<file path="src/rtl/sdram_arbiter.sv">
// Round-robin arbiter sharing one SDRAM controller channel among toggle req/ack clients.
// Optional: define SDRAM_ARB_PRIO0_EN to make client 0 strictly highest priority.
module sdram_arbiter #(
    parameter int NUM_CLIENTS = 4,
    parameter int ADDR_BITS   = 22,
    parameter int DATA_BITS   = 16
) (
    input  logic                             clk,
    input  logic                             reset,
    input  logic [NUM_CLIENTS-1:0]           cl_req,
    output logic [NUM_CLIENTS-1:0]           cl_ack,
    input  logic [NUM_CLIENTS*ADDR_BITS-1:0] cl_address,
    input  logic [NUM_CLIENTS*DATA_BITS-1:0] cl_data_write,
    input  logic [NUM_CLIENTS-1:0]           cl_we,
    input  logic [NUM_CLIENTS*2-1:0]         cl_wm,
    output logic [NUM_CLIENTS*DATA_BITS-1:0] cl_data_read,
    output logic                             mem_req,
    input  logic                             mem_ack,
    output logic [ADDR_BITS-1:0]             mem_address,
    output logic [DATA_BITS-1:0]             mem_data_write,
    input  logic [DATA_BITS-1:0]             mem_data_read,
    output logic                             mem_we,
    output logic [1:0]                       mem_wm,
    output logic                             busy
);

    localparam int IW = (NUM_CLIENTS > 1) ? $clog2(NUM_CLIENTS) : 1;

    typedef enum logic {ST_IDLE = 1'b0, ST_WAIT = 1'b1} state_t;

    state_t                 state_q, state_d;
    logic [IW-1:0]          ptr_q, grant_q, sel, ptr_next;
    logic [NUM_CLIENTS-1:0] pending;
    logic                   found, grant_en, done;

    logic [ADDR_BITS-1:0]   addr_arr  [NUM_CLIENTS];
    logic [DATA_BITS-1:0]   wdata_arr [NUM_CLIENTS];
    logic [1:0]             wm_arr    [NUM_CLIENTS];
    logic [DATA_BITS-1:0]   rd_arr    [NUM_CLIENTS];

    for (genvar i = 0; i < NUM_CLIENTS; i++) begin : g_unpack
        assign addr_arr[i]  = cl_address[i*ADDR_BITS +: ADDR_BITS];
        assign wdata_arr[i] = cl_data_write[i*DATA_BITS +: DATA_BITS];
        assign wm_arr[i]    = cl_wm[i*2 +: 2];
        assign cl_data_read[i*DATA_BITS +: DATA_BITS] = rd_arr[i];
    end

    assign pending  = cl_req ^ cl_ack;
    assign ptr_next = (grant_q == IW'(NUM_CLIENTS-1)) ? '0 : grant_q + IW'(1);

    // First pending client at or after the pointer, wrapping around.
`ifdef SDRAM_ARB_PRIO0_EN
    int scan_idx;
    int scan_base;
    always_comb begin
        found     = 1'b0;
        sel       = '0;
        scan_idx  = 0;
        scan_base = (ptr_q == '0) ? 1 : int'(ptr_q);
        if (pending[0]) begin
            found = 1'b1;
        end else begin
            for (int k = 0; k < NUM_CLIENTS-1; k++) begin
                scan_idx = 1 + ((scan_base - 1 + k) % (NUM_CLIENTS-1));
                if (!found && pending[IW'(scan_idx)]) begin
                    found = 1'b1;
                    sel   = IW'(scan_idx);
                end
            end
        end
    end
`else
    int scan_idx;
    always_comb begin
        found    = 1'b0;
        sel      = '0;
        scan_idx = 0;
        for (int k = 0; k < NUM_CLIENTS; k++) begin
            scan_idx = (int'(ptr_q) + k) % NUM_CLIENTS;
            if (!found && pending[IW'(scan_idx)]) begin
                found = 1'b1;
                sel   = IW'(scan_idx);
            end
        end
    end
`endif

    always_ff @(posedge clk or posedge reset) begin
        if (reset) state_q <= ST_IDLE;
        else       state_q <= state_d;
    end

    always_comb begin
        state_d = state_q;
        case (state_q)
            ST_IDLE: if (found) state_d = ST_WAIT;
            ST_WAIT: if (mem_ack == mem_req) state_d = ST_IDLE;
            default: state_d = ST_IDLE;
        endcase
    end

    always_comb begin
        grant_en = (state_q == ST_IDLE) && found;
        done     = (state_q == ST_WAIT) && (mem_ack == mem_req);
        busy     = (state_q == ST_WAIT);
    end

    always_ff @(posedge clk or posedge reset) begin
        if (reset) begin
            mem_req        <= 1'b0;
            mem_address    <= '0;
            mem_data_write <= '0;
            mem_we         <= 1'b0;
            mem_wm         <= 2'b11;
            grant_q        <= '0;
            ptr_q          <= '0;
            cl_ack         <= '0;
            for (int i = 0; i < NUM_CLIENTS; i++) rd_arr[i] <= '0;
        end else if (grant_en) begin
            mem_address    <= addr_arr[sel];
            mem_data_write <= wdata_arr[sel];
            mem_we         <= cl_we[sel];
            mem_wm         <= wm_arr[sel];
            mem_req        <= ~mem_req;
            grant_q        <= sel;
        end else if (done) begin
            if (!mem_we) rd_arr[grant_q] <= mem_data_read;
            cl_ack[grant_q] <= cl_req[grant_q];
`ifdef SDRAM_ARB_PRIO0_EN
            // Client 0 grants bypass the rotation entirely.
            if (grant_q != '0) ptr_q <= ptr_next;
`else
            ptr_q <= ptr_next;
`endif
        end
    end

endmodule

</file>
<file path="config.mk">
export PLATFORM = sky130hd
export DESIGN_NAME = sdram_arbiter
export DESIGN_NICKNAME = d
export VERILOG_FILES = /design/src/rtl/sdram_arbiter.sv
export SDC_FILE = /design/constraint.sdc
export NUM_CORES = 1
export LEC_CHECK = 0
export CORE_UTILIZATION = 43
export CTS_CLUSTER_DIAMETER = 120
export DETAILED_ROUTE_END_ITERATION = 7
export PLACE_DENSITY_LB_ADDON = 0.12
export SETUP_SLACK_MARGIN = 0.2
export SYNTH_ARGS = -nofsm -noshare
export SYNTH_HDL_FRONTEND = slang
export SYNTH_SLANG_ARGS = --single-unit
</file>
<file path="constraint.sdc">
create_clock -name clk -period 10.08 [get_ports clk]
set_input_delay 3.024 -clock clk [delete_from_list [all_inputs] [get_ports clk]]
set_output_delay 3.024 -clock clk [all_outputs]
set_load 0.02 [all_outputs]
</file>
==> flow_summary.ini <==
[setup_path]
cp-start-kind = input port
worst_setup_path_end_kind = register
critPathRequiredTime_ns = 10.34
path_class = input port to register
crit_chain = clkdlybuf4s50_1, xor2_2, nor2_2, a21o_2, o21bai_4, buf_4, o2111ai_1
arrival_ns = 5.75
path_buf_inv = 2
reg2reg_slack_ns = 7.22
timing.rr.end = mem_address[2]
worstPathMaxFanout = 46
r2r-start = cl_ack[3]
crit_family = compound AO/OA/AOI/OAI gates
critical-path-max-stage-delay_ns = 0.82
reg2reg_depth = 6
cp_slowest_cell = a21o_2

[timing]
period_needed_ns = 5.487
relSlewSlack_pct = 24.16
worst_slew_pin_slew_ns = 1.138
finalSetupTns_ns = 0
setup_viol = 0
max_freq_mhz = 182.2
post-route-period-util_pct = 54.44
hold_ws_ns = 0.4877
hold_viol_final = 0
grt_setup_unrepaired = no
finalMaxSlewViolations = 0
skew_ns = 0.008381

[detailed_routing]
wl_per_cell_microns = 20.84
vias_per_cell = 5.371
wl_mm = 19.69
ant_nets = 0
drtIter0Drc = 290
via_count = 5076
remaining_drc_errors = 0
first_pass_iters = 4

[layout]
final_nets = 952
num_antenna_cells = 0
final_util_pct = 73.24
drive_above_1_share_pct = 16.69
area_growth_pct = 64.72
fill_cells = 923

[yosys]
yosys-top-cells-area = dfrtp_1, mux2_2, mux2i_1
syn_avg_cell_area_sq_um = 11.88
synthDistinctLibCells = 38
synth_async_sr_flop_share_pct = 100.0
synth_fp_nets = 667
yosys_warnings = 0
netlist.top_cell.by_area = dfrtp_1
netlist_instances = 476
synth_seq_cells = 115
ys_seq_area_share_pct = 50.92
synth_edf_count = 0
synth_top_area_share_pct = 49.99
syn_area_sq_um = 5657
synth_flop_cell = dfrtp_1

[min_path]
worst_hold_path_type = register to register
hold_depth = 2
min_from = mem_address[6]
min_to = mem_address[6]

[floorplanning]
rows = 41
pin_count = 298
fp.coreArea_sq_um = 12720
initial_core_util_pct = 44.46
die_h_microns = 116.7
die_w_microns = 116.7
dieArea_sq_um = 13620

[clock_tree]
cts_resized = 0
path_clk_slew_ns = 0.05
holdBufCountCts = 0
numCtsBuffers = 17
cts_tree = done
post-cts-setup-buffers = 0
cts-root-buf = clkbuf_16
insertion_delay_ns = 0.42
htree_levels = 4
numClockSinks = 115
clockBufferDepth = 2

[global_route]
track_usage_pct = 29.32
grt_remaining_overflow = 0
grt_pass1_wl_mm = 28.90
first_global_vias = 5300
antenna_found_initial = 0
grt_max_degree = 90

[run]
maxCapViolations = 0

[pwr]
p_leak_nw = 3.909
peakVddDrop_mv = 0.3238
power_density_nw_per_um2 = 357.9

[place]
gp_congestion = 0.8514
dp_hpwl_mm = 13.89
portBuffers = 297

[outcome]
status = completed
==> state kept, by name (all words and copies together) (netlist names) <==
name / cells
busy: 1
cl_data_read: 64
mem_we: 1
mem_data_write: 16
mem_req: 1
cl_ack: 4
mem_address: 22
ptr_q: 2
grant_q: 2
mem_wm: 2
==> cell usage in the layout (no fill, tap or decap), types with 3 or more instances in the layout <==
cell and n:
inv_1 5, bufinv_16 5, nand3_1 82, dfrtp_1 113, mux2i_1 41, o21ai_0 3, nand2_2 4, clkinv_2 3
clkbuf_16 17, clkdlybuf4s50_1 297, ha_1 4, mux2_2 68, o2111ai_2 12, nor2_1 4, buf_4 5, nand2_1 48
o2111ai_1 29
==> stage by stage <==
stage	cells	instance area, sq um	total power [mW]	setup slack [ns]
4_1_cts	945	9318	3.358	4.632
6_report	945	9318	3.334	4.593
3_5_place_dp	914	8677	2.680	4.170
5_1_grt	945	9318	3.512	4.479
2_1_floorplan	476	5657	1.967	4.015
3_3_place_gp	914	8677	2.628	4.273
==> layout make-up <==
type / count / area (sq um) / area share [%]
clock buffers: 21 / 460.4 / 4.942
clock inverters: 10 / 180.2 / 1.934
inverters: 6 / 25.02 / 0.2686
multi-input cells: 319 / 2546 / 27.33
flip-flops and latches: 115 / 2880 / 30.91
well taps: 172 / 215.2 / 2.310
repair buffers: 302 / 3010 / 32.31
==> report_power, final <==
part / total (mW) / switching, mW / internal, mW
registers: 0.845 / 0.142 / 0.702
clock network: 0.656 / 0.208 / 0.448
logic: 1.83 / 0.991 / 0.842
total: 3.33 / 1.34 / 1.99
==> cell usage after synthesis (3+ instances only) <==
master,instances
mux2i_1,41
mux2_2,68
buf_6,8
o21ai_0,3
nand2_1,48
o2111ai_2,12
nand2_2,4
o2111ai_1,29
nand3_1,82
inv_1,6
clkbuf_1,10
ha_1,4
buf_2,15
dfrtp_1,113
nor2_1,4
==> worst max path at each step <==
stage / startpoint / endpoint / cells past startpoint
6_report: cl_req[3] / mem_address[2] / 7
5_1_grt: cl_req[3] / mem_data_write[12] / 7
4_1_cts: cl_req[3] / mem_address[2] / 7
3_5_place_dp: cl_req[3] / mem_data_write[7] / 7
3_3_place_gp: cl_req[3] / mem_address[9] / 7
2_1_floorplan: reset / busy / 1
==> routing by layer <==
metal,global-route usage [%],vias to the layer above,share of wire (%)
met3,11.21,44,9.0
met2,48.88,209,49
met4,12.66,0,3.3
met1,33.69,2492,38
li1,-,2331,-
met5,0,-,0
==> worst register-to-register path, cell delays in order (launching register included) <==
cell	delay (ns)
dfrtp_1	0.41
xor2_2	0.24
nor2_2	0.24
a21o_2	0.82
o21bai_4	0.27
buf_4	0.47
o2111ai_1	0.26
==> cells by family after synthesis <==
kind of cell | after synthesis | synth area share (%)
simple gates | 144 | 11.83
flops | 115 | 50.92
mux | 110 | 21.19
compound gates | 55 | 9.732
buf+inv | 42 | 4.247
xor+xnor | 6 | 1.195
fa+ha+maj | 4 | 0.8848
Note: power is estimated with default switching activity, not from simulation.
